<file path="config.mk">
export PLATFORM = sky130hd
export DESIGN_NAME = add_seq_ctrl
export DESIGN_NICKNAME = d
export VERILOG_FILES = /design/src/rtl/add_seq_ctrl_pkg.sv /design/src/rtl/add_seq_ctrl_add16_slice.sv /design/src/rtl/add_seq_ctrl.sv
export SDC_FILE = /design/constraint.sdc
export NUM_CORES = 1
export LEC_CHECK = 0
export BUFFER_PORTS_ARGS = -buffer_cell sky130_fd_sc_hd__buf_2
export CORE_MARGIN = 2
export CORE_UTILIZATION = 50
export CTS_BUF_LIST = sky130_fd_sc_hd__clkbuf_8
export DETAILED_ROUTE_END_ITERATION = 10
export PLACE_DENSITY_LB_ADDON = 0.05
export SYNTH_ARGS = -nofsm -noshare
export SYNTH_HDL_FRONTEND = slang
export SYNTH_SLANG_ARGS = --single-unit
</file>
<file path="constraint.sdc">
create_clock -name clk -period 9.1 [get_ports clk]
set_input_delay 0.455 -clock clk [delete_from_list [all_inputs] [get_ports clk]]
set_output_delay 0.455 -clock clk [all_outputs]
set_load 0.02 [all_outputs]
</file>
<file path="src/rtl/add_seq_ctrl_pkg.sv">
// Shared definitions for the multi-precision add/subtract sequencer:
// state encoding, default geometry and counter width helper.
package add_seq_ctrl_pkg;

    typedef enum logic [1:0] {
        ST_IDLE = 2'd0,
        ST_CALC = 2'd1,
        ST_FIN  = 2'd2
    } state_t;

    localparam int DEF_WIDTH  = 16;
    localparam int DEF_WORDS  = 4;
    localparam int DEF_SETTLE = 1;

    // A counter over n values never collapses below one bit.
    function automatic int cnt_w(input int n);
        return (n > 1) ? $clog2(n) : 1;
    endfunction

    localparam int DEF_IDX_W = cnt_w(DEF_WORDS);
    localparam int DEF_CNT_W = cnt_w(DEF_SETTLE);

endpackage

</file>
<file path="src/rtl/add_seq_ctrl_add16_slice.sv">
// Combinational WIDTH-bit ripple-carry adder built from full-adder cells;
// this is the single datapath resource time-shared by the sequencer.
module add16_slice #(
    parameter int WIDTH = 16
) (
    input  logic [WIDTH-1:0] a,
    input  logic [WIDTH-1:0] b,
    input  logic             ci,
    output logic [WIDTH-1:0] s,
    output logic             co
);

    function automatic logic [1:0] full_add(input logic x, input logic y, input logic c);
        return {(x & y) | (c & (x ^ y)), x ^ y ^ c};
    endfunction

    logic carry;

    always_comb begin
        s     = '0;
        carry = ci;
        for (int i = 0; i < WIDTH; i++) begin
            {carry, s[i]} = full_add(a[i], b[i], carry);
        end
        co = carry;
    end

endmodule

</file>
<file path="src/rtl/add_seq_ctrl.sv">
// Multi-precision add/subtract sequencer: one shared adder slice walks the
// operand words LSB first, chaining the carry through a register.
module add_seq_ctrl
    import add_seq_ctrl_pkg::*;
#(
    parameter int WIDTH  = DEF_WIDTH,
    parameter int WORDS  = DEF_WORDS,
    parameter int SETTLE = DEF_SETTLE
) (
    input  logic                   clk,
    input  logic                   rst,
    input  logic                   start,
    input  logic                   sub,
    input  logic                   cin,
    input  logic [WORDS*WIDTH-1:0] op_a,
    input  logic [WORDS*WIDTH-1:0] op_b,
    output logic                   busy,
    output logic                   done,
    output logic [WORDS*WIDTH-1:0] sum,
    output logic                   cout,
    output logic                   ovf
);

    localparam int N     = WORDS * WIDTH;
    localparam int IDX_W = cnt_w(WORDS);
    localparam int CNT_W = cnt_w(SETTLE);
    localparam logic [IDX_W-1:0] LAST_IDX = IDX_W'(WORDS - 1);
    localparam logic [CNT_W-1:0] LAST_CNT = CNT_W'(SETTLE - 1);

    state_t           state_q, state_d;
    logic [N-1:0]     a_sh_q, a_sh_d;
    logic [N-1:0]     b_sh_q, b_sh_d;
    logic [N-1:0]     res_sh_q, res_sh_d;
    logic             carry_q, carry_d;
    logic [IDX_W-1:0] word_idx_q, word_idx_d;
    logic [CNT_W-1:0] settle_cnt_q, settle_cnt_d;
    logic [N-1:0]     sum_q, sum_d;
    logic             cout_q, cout_d;
    logic             ovf_q, ovf_d;

    logic [WIDTH-1:0] slice_s;
    logic             slice_co;

    add16_slice #(.WIDTH(WIDTH)) u_slice (
        .a  (a_sh_q[WIDTH-1:0]),
        .b  (b_sh_q[WIDTH-1:0]),
        .ci (carry_q),
        .s  (slice_s),
        .co (slice_co)
    );

    always_comb begin
        state_d      = state_q;
        a_sh_d       = a_sh_q;
        b_sh_d       = b_sh_q;
        res_sh_d     = res_sh_q;
        carry_d      = carry_q;
        word_idx_d   = word_idx_q;
        settle_cnt_d = settle_cnt_q;
        sum_d        = sum_q;
        cout_d       = cout_q;
        ovf_d        = ovf_q;

        case (state_q)
            ST_IDLE: begin
                // Subtraction is folded in at acceptance: a + ~b + ~cin.
                if (start) begin
                    a_sh_d       = op_a;
                    b_sh_d       = op_b ^ {N{sub}};
                    carry_d      = cin ^ sub;
                    word_idx_d   = '0;
                    settle_cnt_d = '0;
                    state_d      = ST_CALC;
                end
            end
            ST_CALC: begin
                if (settle_cnt_q == LAST_CNT) begin
                    settle_cnt_d = '0;
                    res_sh_d     = {slice_s, res_sh_q[N-1:WIDTH]};
                    carry_d      = slice_co;
                    a_sh_d       = a_sh_q >> WIDTH;
                    b_sh_d       = b_sh_q >> WIDTH;
                    word_idx_d   = word_idx_q + IDX_W'(1);
                    if (word_idx_q == LAST_IDX) begin
                        state_d = ST_FIN;
                        sum_d   = {slice_s, res_sh_q[N-1:WIDTH]};
                        cout_d  = slice_co;
                        ovf_d   = (a_sh_q[WIDTH-1] == b_sh_q[WIDTH-1]) &&
                                  (slice_s[WIDTH-1] != a_sh_q[WIDTH-1]);
                    end
                end else begin
                    settle_cnt_d = settle_cnt_q + CNT_W'(1);
                end
            end
            ST_FIN: begin
                state_d = ST_IDLE;
            end
            default: begin
                state_d = ST_IDLE;
            end
        endcase
    end

    always_ff @(posedge clk or posedge rst) begin
        if (rst) begin
            state_q      <= ST_IDLE;
            a_sh_q       <= '0;
            b_sh_q       <= '0;
            res_sh_q     <= '0;
            carry_q      <= 1'b0;
            word_idx_q   <= '0;
            settle_cnt_q <= '0;
            sum_q        <= '0;
            cout_q       <= 1'b0;
            ovf_q        <= 1'b0;
        end else begin
            state_q      <= state_d;
            a_sh_q       <= a_sh_d;
            b_sh_q       <= b_sh_d;
            res_sh_q     <= res_sh_d;
            carry_q      <= carry_d;
            word_idx_q   <= word_idx_d;
            settle_cnt_q <= settle_cnt_d;
            sum_q        <= sum_d;
            cout_q       <= cout_d;
            ovf_q        <= ovf_d;
        end
    end

    assign busy = (state_q != ST_IDLE);
    assign done = (state_q == ST_FIN);
    assign sum  = sum_q;
    assign cout = cout_q;
    assign ovf  = ovf_q;

endmodule

</file>
==> results.md, run 1 <==
* GR Util All Layers at 22.8%
* Post-synthesis simple-gate area fraction at ~11%
* Mapped Area at 0.0110 mm²
* EDFF count, synth at 0
* P per Cell Area at around 340 mW/mm²
* Row count at 54
* Mux contribution to synthesized area at under 10%
* Relative slew slack at roughly 28%
* Layout net count at 1319
* CP Class: reg -> reg
* Post-CTS sizing at 0
* Xor-xnor portion of the synthesized cell area at roughly 5.2%
* TritonRoute pass-1 iters at 6
* TNS Setup at 0 ns
* Final min period at slightly above 7 ns
* Initial antenna violation count at 1
* Fin. max-slew vios at 0
* Worst path required time at 9.51 ns
* Initial Utilization at 50.8%
* Gate Count Post-Synth at ~990
* Gp weighted congestion at approximately 0.83
* Critical path peak fanout at 3
* Filler Cells Inserted at around 2.0k
* LEAKAGE at around 0.0064 µW
* Crit end category: register
* Largest family of logic cells by synthesized area: compound AO/OA/AOI/OAI gates
* MaxCap Viol Count at 0
* Share of flip-flops with an asynchronous set or reset after synthesis at 100%
* CP arrival at approximately 7.5 ns
* Worst Skew at 0.00924 ns
* Avg WL per Cell at ~18 µm
* CTS tree: built
* Synth area leaders: dfrtp_1 56%, nand2_1 9.4%, mux2_2 5.8%
* Drt drc at 0
* Sequential share of the synthesized area at 56.0%
* Maximum number of pins on one net before global-route repair at ~110
* Clk Latency, worst-skew pair at around 0.53 ns
* Syn Nets at ~1.1k
* Die area at around 0.023 mm²
* CTS Buffer Depth at 3
* First-pass GRT wire length at roughly 43000 µm
* Placeable Area at 0.0218 mm²
* Cell taking the most area after synthesis: dfrtp_1
* DIE HEIGHT at between 150 and 200 µm
* Die width at roughly 150 µm
* CTS Hold Buffers Added at 0
* Crit path launch type: register
* Worst Hold Class: in -> async
* Clock transition at path regs at ~0.06 ns
* Synth Area in Compound Gates at between 10% and 20%
* Tcrit/Tclk final at 78.2%
* DRT iter0 DRCs at around 550
* Final Util at 59.1%
* Avg Inst Size Synth at approximately 11 µm²
* TritonCTS Buffers at 42
* Count leader, synth: nand2_1
* Post-synth top cells: 276 x nand2_1, 247 x dfrtp_1, 57 x mux2_2
* Share of the synthesized area in the top cell type at between 50% and 60%
* Clock Sinks at 247
* Main synth FF type: dfrtp_1
* Routed Antenna Nets at 0
* Via count at between 7k and 8k
* Average vias per placed instance at about 5.3
* IO Pins at around 200
* Final setup viols at 0
* Root buf cell: clkbuf_8
* HPWL after DPL at 17300 µm
* RSZ-0062 raised after global routing: false
* CTS H-tree lvls at 2
* Fmax at about 0.14 GHz
* Status: complete, no violations
* N_diodes at 0
* Vias in the first global route at 7746
* Adder-Cell Fraction of Synth Area at under 10%
* Max IR drop VDD at ~0.00021 V
* Yosys cell types at 35
* Total power at between 4000 and 5000 µW
* Share of cells above drive strength 1 at roughly 29%
* Area grow syn2layout at 16.5%
* Final hold violations at 0
* Setup bufs post-CTS at 0
* GRT overflow at 0
* Slew at the pin closest to its max-slew limit at about 1.1 ns
* Syn. warnings at 0
* Seq cells post-synth at ~250
* Wirelength, routed at 26400 µm
* PortBufs at 200
[critical path, stage by stage, from the launching register on]
cell	delay (ns)
dfrtp_1	0.37
inv_1	0.10
fa_1	0.18
inv_1	0.05
fa_1	0.37
fa_1	0.38
fa_1	0.41
fa_1	0.42
fa_1	0.41
fa_1	0.42
fa_1	0.40
fa_1	0.40
fa_1	0.39
fa_1	0.39
fa_1	0.39
fa_1	0.39
fa_1	0.38
inv_1	0.10
fa_1	0.17
inv_1	0.05
fa_1	0.49
xnor2_1	0.15
o31ai_1	0.18
[area by class of cell]
cell class	count	area [µm²]	share of cell area [%]
Clock buffer	50	688	5.35
Clock inverter	21	86.3	0.671
Inverter	10	45.0	0.350
Multi-Input combinational cell	656	4420	34.4
Sequential cell	247	6190	48.1
Tap cell	280	350	2.72
Timing Repair Buffer	211	1090	8.44
[per-stage QoR]
step                      hold WS [ns]  instances  setup WS [ns]  area [µm²]
final                           0.0452       1475           1.99       12900
after floorplan                  0.439        991           1.86       11000
after global placement           0.458       1404           2.05       12100
after detailed placement         0.463       1404           2.01       12100
after global routing             0.112       1475           1.64       12900
after CTS                       0.0811       1475           1.99       12900
[kinds of logic after synthesis]
kind of cell,after synthesis
adder cells (fa/ha/maj),18
XOR/XNOR,66
AO/OA/AOI/OAI,202
buffers and inverters,88
AND/OR/NAND/NOR,307
flip-flops,247
multiplexers,63
[layout by cell type (no fill, tap or decap), drive strengths merged, types with 15 or more instances in the layout]
cell / count
fa: 16
xnor2: 39
a21oi: 15
a22oi: 48
o221ai: 15
mux2: 63
clkbuf: 50
a22o: 17
dfrtp: 247
buf: 211
nor2b: 18
o21ai: 69
nand2: 276
inv: 27
a222oi: 27
xor2: 27
[where the power goes]
| part | leakage [µW] | switching (µW) | internal (µW) |
|---|---|---|---|
| registers | 0.00320 | 328 | 1550 |
| clock network | 0.000462 | 422 | 494 |
| logic | 0.00273 | 973 | 647 |
[final timing paths]
check	start	to	slack, ns	depth (start not counted)
max in group asynchronous	rst	a_sh_q[9]	7.53	3
worst min register to register	res_sh_q[25]	res_sh_q[25]	0.47	2
worst min-delay path	rst	sum[18]	0.05	2
worst max register to register	a_sh_q[0]	ovf	1.99	22
worst max-delay path	a_sh_q[0]	ovf	1.99	22
min in group clk	op_a[62]	a_sh_q[62]	0.15	2
[state kept, by name, indices dropped and copies added (netlist names)]
register and count:
b_sh_q 64, sum 64, res_sh_q 48, cout 1
state_q 2, a_sh_q 64, ovf 1, carry_q 1
word_idx_q 2
[metal layers]
metal / up-vias / global-route usage (%) / wire length, µm
met5: - / 0 / 0
met4: 0 / 8.77 / 856
met3: 41 / 4.12 / 1330
met2: 220 / 34.6 / 12200
met1: 3767 / 32.9 / 12000
li1: 3771 / - / -
Note: power is estimated with default switching activity, not from simulation.
==> run 2: changes to the inputs <==
ABC_AREA = 1   (was unset)
clock period = 7.3 ns   (was 9.1 ns; I/O delays follow)
==> run 2 against run 1 <==
Against the previous run: the run now ends with hold timing left; combinational power rose by 27%; largest power group unchanged; maximum frequency rose by 2.4%; first-iteration DRC count fell by 15%; largest cell class unchanged; non-clock buffer count fell by 3; sequential power rose by 22%.
==> results.md, run 2 <==
* Status: finished with violations
* Violated checks: hold timing
* Area grow syn2layout at 17.1%
* LEAKAGE at between 0.006 and 0.007 µW
* Cell taking the most area after synthesis: dfrtp_1
* Share of flip-flops with an asynchronous set or reset after synthesis at 100%
* Gp weighted congestion at between 0.8 and 0.9
* CTS tree: built
* Clock Sinks at 247
* Slew at the pin closest to its max-slew limit at about 1.0 ns
* Post-synth top cells: 411 x nand2_1, 247 x dfrtp_1, 227 x nand3_1
* Logic gate share of total power at 37.1%
* Via count at between 8k and 9k
* Clock transition at path regs at 0.06 ns
* HPWL after DPL at about 17000 µm
* CP arrival at approximately 7.4 ns
* Share of cells above drive strength 1 at about a fifth
* TritonCTS Buffers at 42
* Root buf cell: clkbuf_8
* Maximum number of pins on one net before global-route repair at about 110
* Footprint of the multi-input gates at ~0.0041 mm²
* Switching pwr at 2250 µW
* Initial antenna violation count at 2
* Top sig layer: met4
* Crit end category: register
* Gate Count Post-Synth at 1210
* CTS Hold Buffers Added at 0
* Mapped Area at around 0.011 mm²
* Met1 WL at roughly 12000 µm
* IO Pins at between 200 and 250
* P per Cell Area at approximately 430 mW/mm²
* P_int at roughly 3300 µW
* Commonest non-fill, non-tap cells in the layout: 409 x nand2_1, 247 x dfrtp_1, 227 x nand3_1
* Avg Inst Size Synth at between 9 and 10 µm²
* Avg WL per Cell at roughly 16 µm
* Worst path required time at approximately 7.8 ns
* TNS Setup at 0 ns
* First-pass GRT wire length at around 41000 µm
* PortBufs at 200
* Critical path peak fanout at 4
* EDFF count, synth at 0
* Layout net count at roughly 1.5k
* Syn Nets at 1361
* Part of the power in registers at 41.3%
* Syn. warnings at 0
* Clk Latency, worst-skew pair at 0.53 ns
* Row count at 54
* Share of the synthesized area in the top cell type at 56.7%
* Drt drc at 0
* Placeable Area at 0.0216 mm²
* Final hold violations at 10
* TritonRoute pass-1 iters at 5
* CP Class: reg -> reg
* Crit path launch type: register
* MaxCap Viol Count at 0
* GR Util All Layers at a little under a quarter
* Synth area leaders: dfrtp_1 57%, nand2_1 14%, nand3_1 10%
* Routed Antenna Nets at 0
* DIE HEIGHT at around 150 µm
* Sw frac at between 40% and 50%
* Seq cells post-synth at roughly 250
* Vias in the first global route at approximately 8.0k
* Tcrit/Tclk final at a little over nine tenths
* CTS Buffer Depth at 3
* Final hold slack at -0.0120 ns
* Final setup viols at 0
* Post-CTS sizing at 0
* RSZ-0062 raised after global routing: false
* Die area at 0.0230 mm²
* Clock Power Share at 21.6%
* Final min period at between 6 and 7 ns
* Relative slew slack at 31.1%
* Initial Utilization at between 50% and 60%
* Main synth FF type: dfrtp_1
* GRT overflow at 0
* Fin. max-slew vios at 0
* Sequential share of the synthesized area at between 50% and 60%
* Yosys cell types at 20
* Count leader, synth: nand2_1
* CTS H-tree lvls at 2
* Setup bufs post-CTS at 0
* DRT iter0 DRCs at around 470
* Worst Skew at between 0.015 and 0.02 ns
* Wirelength, routed at 26400 µm
* Register area at 0.00618 mm²
* DR WL met2 at approximately 12000 µm
* Max IR drop VDD at 0.000244 V
* Worst Hold Class: in -> async
* Filler Cells Inserted at about 2.1k
* Die width at roughly 150 µm
* Leading cell type in the layout, fill and taps excluded: nand2_1
* Average vias per placed instance at a little over 5
* Fmax at about 0.14 GHz
* WL met3 at ~1300 µm
## run 2: cell count changes after synthesis, sizes merged, moves of 17 or more
cell,before,now
nand2,276,412
xor2,27,48
o21ai,69,100
nor2b,18,0
a22o,17,0
mux2,63,0
nand3,0,227
a22oi,48,0
inv,10,49
a222oi,27,0
xnor2,39,16
## run 2: worst paths after layout
| kind | startpoint | end | slack, ns | cells past startpoint |
|---|---|---|---|---|
| min in group clk | op_a[59] | a_sh_q[59] | 0.03 | 3 |
| setup / recovery | a_sh_q[0] | ovf | 0.35 | 24 |
| max in group asynchronous | rst | b_sh_q[32] | 5.92 | 3 |
| setup reg to reg | a_sh_q[0] | ovf | 0.35 | 24 |
| hold / removal | rst | a_sh_q[12] | -0.01 | 2 |
| hold reg to reg | sum[5] | sum[5] | 0.46 | 2 |
## run 2: metal layers
metal / GRT usage, % / up-vias
met5: 0 / -
met4: 7.96 / 0
met2: 36.2 / 213
met3: 4.16 / 55
met1: 32.8 / 3995
li1: - / 4229
## run 2: final cells by class
class,count,share of cell area [%]
inverter,49,1.53
multi-input combinational,830,32.5
clock buffer,55,5.93
tap,280,2.74
clock inverter,17,0.529
antenna,2,0.0392
sequential,247,48.4
timing repair buffer,208,8.33
## run 2: cells by family (layout without fill, tap and decap cells)
| group | after synthesis | after routing | synth area share, % |
|---|---|---|---|
| AOI/OAI and AO/OA | 102 | 102 | 4.68 |
| xor gates and xnor gates | 64 | 64 | 5.14 |
| adders and majority gates | 18 | 18 | 3.17 |
| buffers and inverters | 133 | 329 | 5.43 |
| DFF | 247 | 247 | 56.7 |
| other | 0 | 2 | 0 |
| and+or+nand+nor | 646 | 646 | 24.9 |
## run 2: critical path, cell delays in order (launching register included)
cell,delay (ns)
dfrtp_1,0.37
inv_1,0.08
fa_1,0.17
inv_1,0.05
fa_1,0.38
fa_1,0.40
fa_1,0.41
fa_1,0.42
fa_1,0.40
fa_1,0.39
fa_1,0.40
fa_1,0.39
fa_1,0.39
fa_1,0.39
fa_1,0.39
fa_1,0.40
fa_1,0.37
inv_1,0.07
fa_1,0.16
inv_1,0.05
fa_1,0.54
nor2_1,0.06
nor2_1,0.08
nand3_1,0.07
nand2_1,0.07
## run 2: stage by stage
step                      instance area (µm²)  instances  total power, µW  setup WS [ns]  utilization [%]
after floorplan                         10900       1210             3750          0.148                -
after global placement                  11900       1614             4340          0.371             55.2
after detailed placement                11900       1614             4390          0.361             55.2
after CTS                               12800       1686             5590          0.362             59.0
after global routing                    12800       1687             5980          0.101             59.0
final                                   12800       1688             5540          0.352             59.0
## run 2: power groups by stage
stage	logic (µW)	registers (µW)	clock network, µW
after detailed placement	2080	2300	0
final	2060	2290	1190
after CTS	2090	2290	1220
after floorplan	1350	2410	0
after global routing	2340	2350	1290
after global placement	2050	2290	0
